$ cat config.mk
export PLATFORM = sky130hd
export DESIGN_NAME = adder_digit_serial_flat
export DESIGN_NICKNAME = d
export VERILOG_FILES = /design/src/rtl/adder_digit_serial_if.sv /design/src/rtl/adder_digit_serial.sv /design/src/flat_wrapper.sv
export SDC_FILE = /design/constraint.sdc
export NUM_CORES = 1
export LEC_CHECK = 0
export ABC_AREA = 1
export BUFFER_PORTS_ARGS = -buffer_cell sky130_fd_sc_hd__buf_2
export CORE_MARGIN = 2
export CORE_UTILIZATION = 40
export CTS_CLUSTER_SIZE = 10
export DETAILED_ROUTE_END_ITERATION = 10
export MAX_ROUTING_LAYER = met4
export SLEW_MARGIN = 20
export SYNTH_ARGS = -nofsm -noshare
export SYNTH_HDL_FRONTEND = slang
export SYNTH_SLANG_ARGS = --single-unit
$ cat constraint.sdc
create_clock -name clk -period 8.5 [get_ports clk]
set_input_delay 0.85 -clock clk [delete_from_list [all_inputs] [get_ports clk]]
set_output_delay 0.85 -clock clk [all_outputs]
set_load 0.02 [all_outputs]
$ cat src/rtl/adder_digit_serial_if.sv
// Handshake bundle for adder_digit_serial: operand request channel, result
// channel and status, with a producer/consumer (master) view and a block (slave) view.
interface adder_digit_serial_if #(
    parameter int WIDTH = 32
);
    logic             in_valid;
    logic             in_ready;
    logic [WIDTH-1:0] A;
    logic [WIDTH-1:0] B;
    logic             Cin;
    logic             Sub;
    logic             out_valid;
    logic             out_ready;
    logic [WIDTH-1:0] S;
    logic             Cout;
    logic             V;
    logic             busy;

    modport master (
        output in_valid, A, B, Cin, Sub, out_ready,
        input  in_ready, out_valid, S, Cout, V, busy
    );

    modport slave (
        input  in_valid, A, B, Cin, Sub, out_ready,
        output in_ready, out_valid, S, Cout, V, busy
    );
endinterface

$ cat src/rtl/adder_digit_serial.sv
// Digit-serial adder/subtractor: WIDTH-bit operands summed DIGIT bits per cycle,
// LSB digit first, with a registered carry between digits and a held result.
module adder_digit_serial #(
    parameter int WIDTH = 32,
    parameter int DIGIT = 8
) (
    input  logic                 clk,
    input  logic                 rst_n,
    adder_digit_serial_if.slave  bus
);

    localparam int NDIG  = WIDTH / DIGIT;
    localparam int CNT_W = (NDIG > 1) ? $clog2(NDIG) : 1;

    typedef enum logic [1:0] {
        ST_IDLE = 2'd0,
        ST_BUSY = 2'd1,
        ST_DONE = 2'd2
    } state_e;

    state_e             state_q;
    logic [CNT_W-1:0]   cnt_q;
    logic               carry_q;
    logic [WIDTH-1:0]   a_q;
    logic [WIDTH-1:0]   b_q;
    logic [WIDTH-1:0]   s_q;
    logic               cout_q;
    logic               v_q;
    logic               out_valid_q;
    logic               busy_q;

    logic [DIGIT-1:0]   a_dig_d;
    logic [DIGIT-1:0]   b_dig_d;
    logic [DIGIT-1:0]   dig_sum_d;
    logic               dig_carry_d;
    logic               msb_carry_in_d;
    logic               last_dig_d;
    logic [WIDTH-1:0]   s_d;

    // Select the digit of each stored operand addressed by the digit counter
    always_comb begin
        a_dig_d = {DIGIT{1'b0}};
        b_dig_d = {DIGIT{1'b0}};
        for (int i = 0; i < NDIG; i++) begin
            a_dig_d = (cnt_q == CNT_W'(i)) ? a_q[i*DIGIT +: DIGIT] : a_dig_d;
            b_dig_d = (cnt_q == CNT_W'(i)) ? b_q[i*DIGIT +: DIGIT] : b_dig_d;
        end
    end

    // One digit of the ripple: the only adder in the block
    always_comb begin
        {dig_carry_d, dig_sum_d} = {1'b0, a_dig_d} + {1'b0, b_dig_d} + {{DIGIT{1'b0}}, carry_q};
        // Carry into the top bit of the digit recovered from the sum bit itself
        msb_carry_in_d = a_dig_d[DIGIT-1] ^ b_dig_d[DIGIT-1] ^ dig_sum_d[DIGIT-1];
        last_dig_d     = (cnt_q == CNT_W'(NDIG - 1));
    end

    // Merge the freshly computed digit into the result word
    always_comb begin
        s_d = s_q;
        for (int i = 0; i < NDIG; i++) begin
            s_d[i*DIGIT +: DIGIT] = (cnt_q == CNT_W'(i)) ? dig_sum_d : s_q[i*DIGIT +: DIGIT];
        end
    end

    // Control FSM together with every piece of datapath state it owns
    always_ff @(posedge clk or negedge rst_n) begin
        if (!rst_n) begin
            state_q     <= ST_IDLE;
            cnt_q       <= {CNT_W{1'b0}};
            carry_q     <= 1'b0;
            a_q         <= {WIDTH{1'b0}};
            b_q         <= {WIDTH{1'b0}};
            s_q         <= {WIDTH{1'b0}};
            cout_q      <= 1'b0;
            v_q         <= 1'b0;
            out_valid_q <= 1'b0;
            busy_q      <= 1'b0;
        end else begin
            case (state_q)
                ST_IDLE: begin
                    if (bus.in_valid) begin
                        // Subtraction becomes A + ~B + ~Bin, so Cout reads as "no borrow"
                        a_q     <= bus.A;
                        b_q     <= bus.B ^ {WIDTH{bus.Sub}};
                        carry_q <= bus.Cin ^ bus.Sub;
                        cnt_q   <= {CNT_W{1'b0}};
                        busy_q  <= 1'b1;
                        state_q <= ST_BUSY;
                    end else begin
                        state_q <= ST_IDLE;
                    end
                end
                ST_BUSY: begin
                    s_q     <= s_d;
                    carry_q <= dig_carry_d;
                    if (last_dig_d) begin
                        cout_q      <= dig_carry_d;
                        v_q         <= msb_carry_in_d ^ dig_carry_d;
                        cnt_q       <= {CNT_W{1'b0}};
                        busy_q      <= 1'b0;
                        out_valid_q <= 1'b1;
                        state_q     <= ST_DONE;
                    end else begin
                        cnt_q <= cnt_q + CNT_W'(1);
                    end
                end
                ST_DONE: begin
                    if (bus.out_ready) begin
                        out_valid_q <= 1'b0;
                        state_q     <= ST_IDLE;
                    end else begin
                        out_valid_q <= 1'b1;
                    end
                end
                default: begin
                    cnt_q       <= {CNT_W{1'b0}};
                    busy_q      <= 1'b0;
                    out_valid_q <= 1'b0;
                    state_q     <= ST_IDLE;
                end
            endcase
        end
    end

    assign bus.in_ready  = (state_q == ST_IDLE) & rst_n;
    assign bus.out_valid = out_valid_q;
    assign bus.S         = s_q;
    assign bus.Cout      = cout_q;
    assign bus.V         = v_q;
    assign bus.busy      = busy_q;

endmodule

$ cat src/flat_wrapper.sv
// flat-port wrapper written by rule: the top's interface ports become plain ports
module adder_digit_serial_flat 
#(
    parameter int WIDTH = 32,
    parameter int DIGIT = 8
)
  (clk, rst_n, bus_in_valid, bus_A, bus_B, bus_Cin, bus_Sub, bus_out_ready, bus_in_ready, bus_out_valid, bus_S, bus_Cout, bus_V, bus_busy);
  adder_digit_serial_if #(.WIDTH(WIDTH)) bus_i ();
  input  logic clk;
  input  logic rst_n;
  input wire logic [$bits(bus_i.in_valid)-1:0] bus_in_valid;
  input wire logic [$bits(bus_i.A)-1:0] bus_A;
  input wire logic [$bits(bus_i.B)-1:0] bus_B;
  input wire logic [$bits(bus_i.Cin)-1:0] bus_Cin;
  input wire logic [$bits(bus_i.Sub)-1:0] bus_Sub;
  input wire logic [$bits(bus_i.out_ready)-1:0] bus_out_ready;
  output wire logic [$bits(bus_i.in_ready)-1:0] bus_in_ready;
  output wire logic [$bits(bus_i.out_valid)-1:0] bus_out_valid;
  output wire logic [$bits(bus_i.S)-1:0] bus_S;
  output wire logic [$bits(bus_i.Cout)-1:0] bus_Cout;
  output wire logic [$bits(bus_i.V)-1:0] bus_V;
  output wire logic [$bits(bus_i.busy)-1:0] bus_busy;
  assign bus_i.in_valid = bus_in_valid;
  assign bus_i.A = bus_A;
  assign bus_i.B = bus_B;
  assign bus_i.Cin = bus_Cin;
  assign bus_i.Sub = bus_Sub;
  assign bus_i.out_ready = bus_out_ready;
  assign bus_in_ready = bus_i.in_ready;
  assign bus_out_valid = bus_i.out_valid;
  assign bus_S = bus_i.S;
  assign bus_Cout = bus_i.Cout;
  assign bus_V = bus_i.V;
  assign bus_busy = bus_i.busy;
  adder_digit_serial #(.WIDTH(WIDTH), .DIGIT(DIGIT)) u_core (.clk(clk), .rst_n(rst_n), .bus(bus_i));
endmodule
==> results.cfg, run 1 <==
[die]
rows = 42
die_x_um = 120
dieHeight_um = 120
fp.dieArea_um2 = 14300
pin_count = 107
core-area_um2 = 13100
initial_core_util_pct = 40.7

[cells_and_area]
fillerInstances = 1293
postLayoutCoreUtil_pct = 47.1
area_growth_syn_to_layout_pct = 15.8
fin_cells = 894
layout-drive-gt1-share_pct = 19.2
number_of_nets_in_the_layout = 799
antenna-diode-count = 0

[critical_path]
crit_path_end_kind = flop
worst_r2r_path_depth = 15
crit_family = adder cells
worst-path-max-fanout = 19
worstSetupStartpoint = u_core.cnt_q[1]$_DFFE_PN0P_
timing.critical_path.arrival_ns = 3.73
worstPathBufferInverterCount = 2
worstSetupPathType = reg -> reg
worst_path_max_delay_cell = sky130_fd_sc_hd__ha_1
critical_path_required_ns = 8.75
critical-path-top-cell-by-count = sky130_fd_sc_hd__nand2_1
reg2reg_to = u_core.bus.S[6]$_DFFE_PN0P_
critical_path.cell_chain = inv_1 > ha_1 > a22oi_1 > o21ai_1 > o21ai_1 > fa_1 > fa_1 > inv_1 > nand3_1 > nand2_1 > nand2_1 > nand2_1 > nand2_1 > nand3_1 > nand2_1
critical_path.max_stage_delay_ns = 0.81
regToRegStartpoint = u_core.cnt_q[1]$_DFFE_PN0P_
minimum_setup_slack_among_reg_to_reg_paths_ns = 5.01
element_type_at_the_critical_path_start = flop

[power_and_ir_drop]
powerDensity_nw_per_um2 = 412
power_leakage_nw = 3.26
power.ir.vdd_worst_uv = 164

[timing]
fin_setup_tns_ns = 0
slew_headroom_pct = 35.2
worst_tran_pin_value_ns = 0.973
worst_clock_skew_ns = 0.00675
final-hold-violation-count = 0
fmax_mhz = 287
timing.final.max_slew_violations = 0
period_share_pct = 41.0
finalSetupViolations = 0
rsz0062_at_grt = false
final.setup.worst_slack_ns = 5.01
post-route-min-period_ns = 3.49

[clock_network]
post-cts-setup-buffers = 0
clock_path_buffers = 2
clock_sinks = 105
tritoncts.num_buffers = 9
clock-root-buffer = sky130_fd_sc_hd__clkbuf_16
clkTransAtPathRegs_ns = 0.07
ctsResizeCount = 0
clk_latency_ns = 0.36
htreeDepth = 3
postCtsHoldBufs = 0
tritoncts_clock_tree = done

[routing]
routedWlPerCell_um = 14.1
drt_drc_violations_left = 0
drtPass1Iterations = 6
drt.antenna.violating_nets = 0
totalWireLength_um = 12600
detailedRoute.firstIterationViolations = 311
via_count_of_the_routed_design = 4316
via_per_inst = 4.83

[run]
maxCapViolations = 0

[yosys]
yosys_most_used_dff = sky130_fd_sc_hd__dfrtp_1
synth_cell_type_count = 30
async_flop_share_pct = 100
yosys_register_bits = 105
synth-edff-count = 0
synthCells = 626
mappedNetlistArea_um2 = 5340
yosysWarnings = 0
syn_avg_cell_area_um2 = 8.53
ys_seq_area_share_pct = 49.2
synth_net_count = 712

[outcome]
result_of_the_run = finished, final reports clean

[place]
hpwlAfterDp_um = 9300
numPortBuffers = 106
place.gp.congestion = 0.867
dp_cell_count = 878
dp_slack_ns = 5.05

[grt]
vias_in_the_first_global_route = 4185
grt_overflow_total = 0
first_pass_grt_wire_length_um = 21000
groute.usage.overall_pct = 19.3
antenna_violations_before_repair = 0
pin_count_of_the_biggest_net_entering_global_routing = 99

[hold_path]
hold_class = in -> async
==> cell families (layout without fill, tap and decap cells) <==
| logic type | count (synthesis) | in the layout | synth area share (%) |
|---|---|---|---|
| simple gates | 293 | 293 | 21.8 |
| compound gates | 108 | 108 | 12.0 |
| flops | 105 | 105 | 49.2 |
| buf+inv | 68 | 160 | 7.12 |
| xor+xnor | 36 | 36 | 5.90 |
| fa+ha+maj | 16 | 16 | 4.03 |
==> stage by stage <==
step | hold WS (ns) | power, mW | instance area [um^2]
after floorplan | 0.448 | 1.78 | 5340
after global placement | 0.462 | 2.09 | 5870
after detailed placement | 0.461 | 2.11 | 5870
after CTS | 0.470 | 2.58 | 6190
after global routing | 0.486 | 2.79 | 6190
final | 0.454 | 2.55 | 6190
==> layer usage <==
layer / share of wire, % / GRT usage [%]
met1: 46 / 26.1
met2: 46 / 29.5
met3: 6.6 / 4.23
met4: 1.3 / 5.74
met5: 0 / -
==> power breakdown <==
group / internal, mW / switching [mW]
combinational: 0.430 / 0.803
sequential: 0.722 / 0.146
clock: 0.267 / 0.184
==> state kept, by name (all words and copies together), names as in the netlist <==
register and flops:
u_core.bus.busy 1, u_core.bus.S 32, u_core.state_q 2, u_core.bus.out_valid 1, u_core.b_q 32, u_core.carry_q 1
u_core.a_q 32, u_core.bus.V 1, u_core.cnt_q 2, u_core.bus.Cout 1
==> worst max-delay path by stage <==
stage                                   endpoint  cells after the start
floorplan           u_core.bus.S[14]$_DFFE_PN0P_                     18
global placement    u_core.bus.S[30]$_DFFE_PN0P_                     15
detailed placement  u_core.bus.S[22]$_DFFE_PN0P_                     15
CTS                 u_core.bus.S[22]$_DFFE_PN0P_                     15
global route        u_core.bus.S[14]$_DFFE_PN0P_                     15
finish               u_core.bus.S[6]$_DFFE_PN0P_                     15
==> synthesized netlist by cell type, types with 6 or more instances <==
master	instances	area, um^2
sky130_fd_sc_hd__a21oi_1	13	65.1
sky130_fd_sc_hd__a22oi_2	9	113
sky130_fd_sc_hd__buf_2	11	55.1
sky130_fd_sc_hd__buf_6	8	90.1
sky130_fd_sc_hd__dfrtp_1	105	2630
sky130_fd_sc_hd__ha_1	14	175
sky130_fd_sc_hd__inv_1	35	131
sky130_fd_sc_hd__nand2_1	260	976
sky130_fd_sc_hd__nand3_1	17	85.1
sky130_fd_sc_hd__nor2_1	6	22.5
sky130_fd_sc_hd__o211ai_1	6	45.0
sky130_fd_sc_hd__o21ai_0	63	315
sky130_fd_sc_hd__o21ai_1	13	65.1
sky130_fd_sc_hd__xnor2_1	35	307
==> area by class of cell <==
class | count | area (um^2) | share of cell area, %
Timing Repair Buffer | 108 | 548 | 8.86
Multi-Input combinational cell | 453 | 2330 | 37.7
Tap cell | 176 | 220 | 3.56
Clock inverter | 4 | 76.3 | 1.23
Clock buffer | 12 | 246 | 3.98
Inverter | 36 | 135 | 2.18
Sequential cell | 105 | 2630 | 42.5
==> layout by cell type, fill, tap and decap left out, types with 2 or more instances in the layout <==
cell type,netlist,final
sky130_fd_sc_hd__clkbuf_16,0,9
sky130_fd_sc_hd__ha_1,14,14
sky130_fd_sc_hd__o211ai_1,6,6
sky130_fd_sc_hd__fa_1,2,2
sky130_fd_sc_hd__nand2_2,3,3
sky130_fd_sc_hd__buf_4,4,3
sky130_fd_sc_hd__bufinv_16,0,2
sky130_fd_sc_hd__a22oi_2,9,9
sky130_fd_sc_hd__clkbuf_1,5,2
sky130_fd_sc_hd__a21oi_1,13,13
sky130_fd_sc_hd__o21ai_0,63,63
sky130_fd_sc_hd__o21ai_1,13,13
sky130_fd_sc_hd__nand2_1,260,260
sky130_fd_sc_hd__inv_1,35,35
sky130_fd_sc_hd__dfrtp_1,105,105
sky130_fd_sc_hd__buf_2,11,105
sky130_fd_sc_hd__xnor2_1,35,35
sky130_fd_sc_hd__nand3b_1,4,4
sky130_fd_sc_hd__nand3_1,17,17
sky130_fd_sc_hd__a22oi_1,2,2
sky130_fd_sc_hd__nor2_1,6,6
(Power assumes the default switching activity.)
==> inputs of run 2 (changes only) <==
Clock period 8.5 ns to 3.05 ns, I/O delays scaled along.
==> results.cfg, run 2 (same netlist as run 1, synthesis figures left out) <==
[routing]
drt.antenna.violating_nets = 0
via_per_inst = 4.78
totalWireLength_um = 12500
via_count_of_the_routed_design = 4323
drt_drc_violations_left = 0
detailedRoute.firstIterationViolations = 309
routedWlPerCell_um = 13.8
drtPass1Iterations = 4

[timing]
final-hold-violation-count = 0
worst_tran_pin_value_ns = 0.949
rsz0062_at_grt = false
final.setup.worst_slack_ns = 0.251
slew_headroom_pct = 36.7
post-route-min-period_ns = 2.80
period_share_pct = 91.8
timing.final.max_slew_violations = 0
worst_clock_skew_ns = 0.00904
fmax_mhz = 357
fin_setup_tns_ns = 0
finalSetupViolations = 0

[clock_network]
clk_latency_ns = 0.35
clkTransAtPathRegs_ns = 0.07
tritoncts_clock_tree = done
htreeDepth = 3
post-cts-setup-buffers = 0
clock_path_buffers = 2
clock-root-buffer = sky130_fd_sc_hd__clkbuf_16
clock_sinks = 105
tritoncts.num_buffers = 9

[critical_path]
worst_path_max_delay_cell = sky130_fd_sc_hd__dfrtp_1
timing.critical_path.arrival_ns = 3.04
worstSetupPathType = reg -> reg
critical_path.cell_chain = inv_1 > ha_2 > inv_1 > nor2_8 > buf_4 > nand2_1 > nand2_1 > o21ai_0 > o21ai_0 > ha_1 > a21oi_1 > nand2_2 > a21oi_2 > nand2_1 > nand3_1 > nand2_1
worst-path-max-fanout = 6
regToRegStartpoint = u_core.cnt_q[0]$_DFFE_PN0P_
worst_r2r_path_depth = 16
critical_path_required_ns = 3.29
critical-path-top-cell-by-count = sky130_fd_sc_hd__nand2_1
minimum_setup_slack_among_reg_to_reg_paths_ns = 0.25
crit_path_end_kind = flop
element_type_at_the_critical_path_start = flop
reg2reg_to = u_core.carry_q$_DFFE_PN0P_
critical_path.max_stage_delay_ns = 0.41

[outcome]
result_of_the_run = finished, final reports clean

[grt]
grt_overflow_total = 0
vias_in_the_first_global_route = 4236
groute.usage.overall_pct = 19.3
first_pass_grt_wire_length_um = 21000
pin_count_of_the_biggest_net_entering_global_routing = 54
antenna_violations_before_repair = 0

[power_and_ir_drop]
power.ir.vdd_worst_uv = 419
powerDensity_nw_per_um2 = 1150
report.power.total_mw = 7.23
power_leakage_nw = 3.31

[die]
fp.dieArea_um2 = 14300
die_x_um = 120
core-area_um2 = 13100
rows = 42
pin_count = 107
dieHeight_um = 120
initial_core_util_pct = 40.7

[cells_and_area]
final_common_cell = sky130_fd_sc_hd__nand2_1
layout-drive-gt1-share_pct = 21.7
antenna-diode-count = 0
commonest_cells_after_routing_fill_and_taps_aside = 259 x sky130_fd_sc_hd__nand2_1, 105 x sky130_fd_sc_hd__buf_2, 105 x sky130_fd_sc_hd__dfrtp_1, 62 x sky130_fd_sc_hd__o21ai_0
postLayoutCoreUtil_pct = 47.9
number_of_nets_in_the_layout = 810
final_cell_area_um2 = 6300
area_growth_syn_to_layout_pct = 17.9

[hold_path]
min_to = u_core.a_q[15]$_DFFE_PN0P_
timing.hold.worst.start = bus_A[15]
hold_class = in -> reg
worstHoldPathCells = 3

[place]
dp_slack_ns = 0.139
hpwlAfterDp_um = 9420
numPortBuffers = 106
dpl_cell_area_um2 = 5940
place.gp.congestion = 0.866

[run]
maxCapViolations = 0
==> run 2: cell types whose count changed in the layout (fill, tap and decap cells not counted), sizes merged <==
| cell | previous run | this run |
|---|---|---|
| clkinv | 1 | 0 |
| inv | 36 | 38 |
| buf | 108 | 118 |
| dlygate4sd3 | 0 | 1 |
| clkbuf | 12 | 11 |
==> run 2: worst max-delay path by stage <==
| stage | to | start | slack, ns |
|---|---|---|---|
| global placement | u_core.bus.V$_DFFE_PN0P_ | u_core.cnt_q[1]$_DFFE_PN0P_ | 0.25 |
| CTS | u_core.bus.S[30]$_DFFE_PN0P_ | u_core.cnt_q[0]$_DFFE_PN0P_ | 0.11 |
| global route | u_core.bus.S[23]$_DFFE_PN0P_ | u_core.cnt_q[0]$_DFFE_PN0P_ | 0.02 |
| floorplan | u_core.bus.S[14]$_DFFE_PN0P_ | u_core.cnt_q[0]$_DFFE_PN0P_ | 0.31 |
| detailed placement | u_core.bus.S[6]$_DFFE_PN0P_ | u_core.cnt_q[0]$_DFFE_PN0P_ | 0.14 |
| finish | u_core.carry_q$_DFFE_PN0P_ | u_core.cnt_q[0]$_DFFE_PN0P_ | 0.25 |
==> run 2: power breakdown <==
group | switching, mW | internal (mW) | total, mW
combinational | 2.30 | 1.31 | 3.61
sequential | 0.381 | 2.01 | 2.39
clock | 0.509 | 0.726 | 1.23
==> run 2: timing repair <==
action                                 CTS  global route
resized for setup                        0            11
endpoints found under the hold margin    5             0
setup endpoints to repair                0            23
hold buffers                             1             0
==> run 2: area by class of cell <==
| class | count | area (um^2) |
|---|---|---|
| tap | 176 | 220 |
| timing repair buffer | 119 | 633 |
| clock inverter | 5 | 85.1 |
| fill | 1286 | 6840 |
| sequential | 105 | 2630 |
| inverter | 36 | 135 |
| clock buffer | 11 | 233 |
| multi-input combinational | 453 | 2360 |
==> run 2: routing by layer <==
layer | global-route usage (%) | routed length (um) | up-vias
met5 | - | 0 | -
met3 | 4.42 | 637 | 11
met4 | 4.93 | 136 | 0
met1 | 26.1 | 6000 | 2013
li1 | - | - | 2192
met2 | 29.5 | 5750 | 107
==> run 2: per-stage QoR <==
stage / cells / hold slack, ns
2_1_floorplan: 626 / 0.00941
4_1_cts: 905 / 0.136
3_5_place_dp: 888 / 0.133
3_3_place_gp: 888 / 0.131
6_report: 905 / 0.151
5_1_grt: 905 / 0.152
==> run 2: worst max-delay path, delay by kind of cell, from the launching register on <==
family                     cells  cell delay [ns]
AOI/OAI and AO/OA              4             0.77
adders and majority gates      2             0.57
and+or+nand+nor                7             0.56
DFF                            1             0.41
buffers and inverters          3             0.39
==> inputs of run 3 (changes only) <==
==> constraint.sdc (replaced) <==
create_clock -name clk -period 3.05 [get_ports clk]
set_input_delay 0.61 -clock clk [delete_from_list [all_inputs] [get_ports clk]]
set_output_delay 0.61 -clock clk [all_outputs]
set_load 0.02 [all_outputs]
==> results.cfg, run 3 (same netlist as run 1, synthesis figures left out) <==
[die]
dieHeight_um = 120
rows = 42
core-area_um2 = 13100
die_x_um = 120
fp.dieArea_um2 = 14300
initial_core_util_pct = 40.7
pin_count = 107

[timing]
fin_worst_hold_slack_ns = 0.397
worst_tran_pin_value_ns = 0.711
finalSetupViolations = 0
fin_setup_tns_ns = 0
slew_headroom_pct = 52.6
post-route-min-period_ns = 2.82
worst_clock_skew_ns = 0.00637
final-hold-violation-count = 0
fmax_mhz = 354
rsz0062_at_grt = false
timing.final.max_slew_violations = 0
period_share_pct = 92.5

[cells_and_area]
sequential_cell_area_um2 = 2630
postLayoutCoreUtil_pct = 47.7
fin_cells = 905
fillerInstances = 1306
number_of_nets_in_the_layout = 810
antenna-diode-count = 0
area_growth_syn_to_layout_pct = 17.2
layout-drive-gt1-share_pct = 21.5
final_cell_area_um2 = 6260
multiInputGateArea_um2 = 2350
commonest_cells_after_routing_fill_and_taps_aside = 259 x sky130_fd_sc_hd__nand2_1, 105 x sky130_fd_sc_hd__buf_2, 105 x sky130_fd_sc_hd__dfrtp_1, 62 x sky130_fd_sc_hd__o21ai_0, 35 x sky130_fd_sc_hd__xnor2_1
final_common_cell = sky130_fd_sc_hd__nand2_1

[critical_path]
critical_path.max_stage_delay_ns = 0.41
timing.critical_path.arrival_ns = 3.06
crit_path_end_kind = flop
critical_path.cell_chain = inv_2 > ha_2 > inv_1 > nor2_8 > a22oi_1 > o21ai_1 > o21ai_1 > fa_2 > fa_1 > inv_1 > nand3_1 > nand2_2 > nand2_1 > nand2_1 > nand2_1 > nand3_1 > nand2_1
worst-path-max-fanout = 4
crit_family = adder cells
worstSetupStartpoint = u_core.cnt_q[0]$_DFFE_PN0P_
critical_path_required_ns = 3.29
critical-path-top-cell-by-count = sky130_fd_sc_hd__nand2_1
worstSetupPathType = reg -> reg
worstPathBufferInverterCount = 3
regToRegStartpoint = u_core.cnt_q[0]$_DFFE_PN0P_
element_type_at_the_critical_path_start = flop
worst_path_max_delay_cell = sky130_fd_sc_hd__dfrtp_1

[place]
dp_cell_count = 889
numPortBuffers = 106
hpwlAfterDp_um = 9460
place.gp.congestion = 0.882
dpl_cell_area_um2 = 5950

[outcome]
result_of_the_run = finished, final reports clean

[grt]
antenna_violations_before_repair = 0
pin_count_of_the_biggest_net_entering_global_routing = 54
first_pass_grt_wire_length_um = 21400
groute.usage.overall_pct = 19.5
vias_in_the_first_global_route = 4297
grt_overflow_total = 0

[power_and_ir_drop]
power.ir.vdd_worst_uv = 377
power_leakage_nw = 3.30
powerDensity_nw_per_um2 = 1140

[hold_path]
hold_class = in -> async

[routing]
detailedRoute.firstIterationViolations = 378
route.layer.met1.wl_um = 6070
totalWireLength_um = 12600
via_per_inst = 4.78
drtPass1Iterations = 4
met3RoutedLength_um = 558
met2_length_um = 5760
highest_routed_metal_layer = met4
routedWlPerCell_um = 14.0
via_count_of_the_routed_design = 4324
drt.antenna.violating_nets = 0
drt_drc_violations_left = 0

[clock_network]
clock_path_buffers = 2
htreeDepth = 3
clk_latency_ns = 0.35
tritoncts_clock_tree = done
ctsResizeCount = 0
post-cts-setup-buffers = 0
clock_sinks = 105
postCtsHoldBufs = 0
tritoncts.num_buffers = 9
clkTransAtPathRegs_ns = 0.07
clock-root-buffer = sky130_fd_sc_hd__clkbuf_16

[run]
maxCapViolations = 0
run 3: per-stage QoR:
| step | power [mW] | setup WS, ns |
|---|---|---|
| after global routing | 7.80 | 0.0321 |
| final | 7.12 | 0.228 |
| after CTS | 7.14 | 0.103 |
| after global placement | 5.86 | 0.259 |
| after floorplan | 4.97 | 0.307 |
| after detailed placement | 5.94 | 0.128 |
run 3: routing by layer:
metal,up-vias,GRT usage (%)
met5,-,-
met4,0,6.40
met3,19,3.90
met2,104,29.8
met1,2012,26.4
li1,2189,-
run 3: report_power, final:
group / leakage [nW] / switching (mW) / internal [mW] / total (mW)
combinational: 1.83 / 2.29 / 1.27 / 3.56
sequential: 1.33 / 0.383 / 2.01 / 2.39
clock: 0.147 / 0.507 / 0.661 / 1.17
run 3: worst paths after layout:
path,to,slack [ns],depth (start not counted)
max,u_core.bus.S[30]$_DFFE_PN0P_,0.23,17
min,u_core.carry_q$_DFFE_PN0P_,0.40,2
max reg2reg,u_core.bus.S[30]$_DFFE_PN0P_,0.23,17
min reg2reg,u_core.bus.S[13]$_DFFE_PN0P_,0.48,2
max in group asynchronous,u_core.a_q[1]$_DFFE_PN0P_,2.20,2
min in group clk,u_core.a_q[15]$_DFFE_PN0P_,0.45,3
run 3: area by class of cell:
cell class | count | share of cell area, %
multi-input combinational | 453 | 37.5
timing repair buffer | 119 | 10.1
sequential | 105 | 42.0
clock buffer | 12 | 3.94
tap | 176 | 3.52
inverter | 36 | 2.16
clock inverter | 4 | 0.839
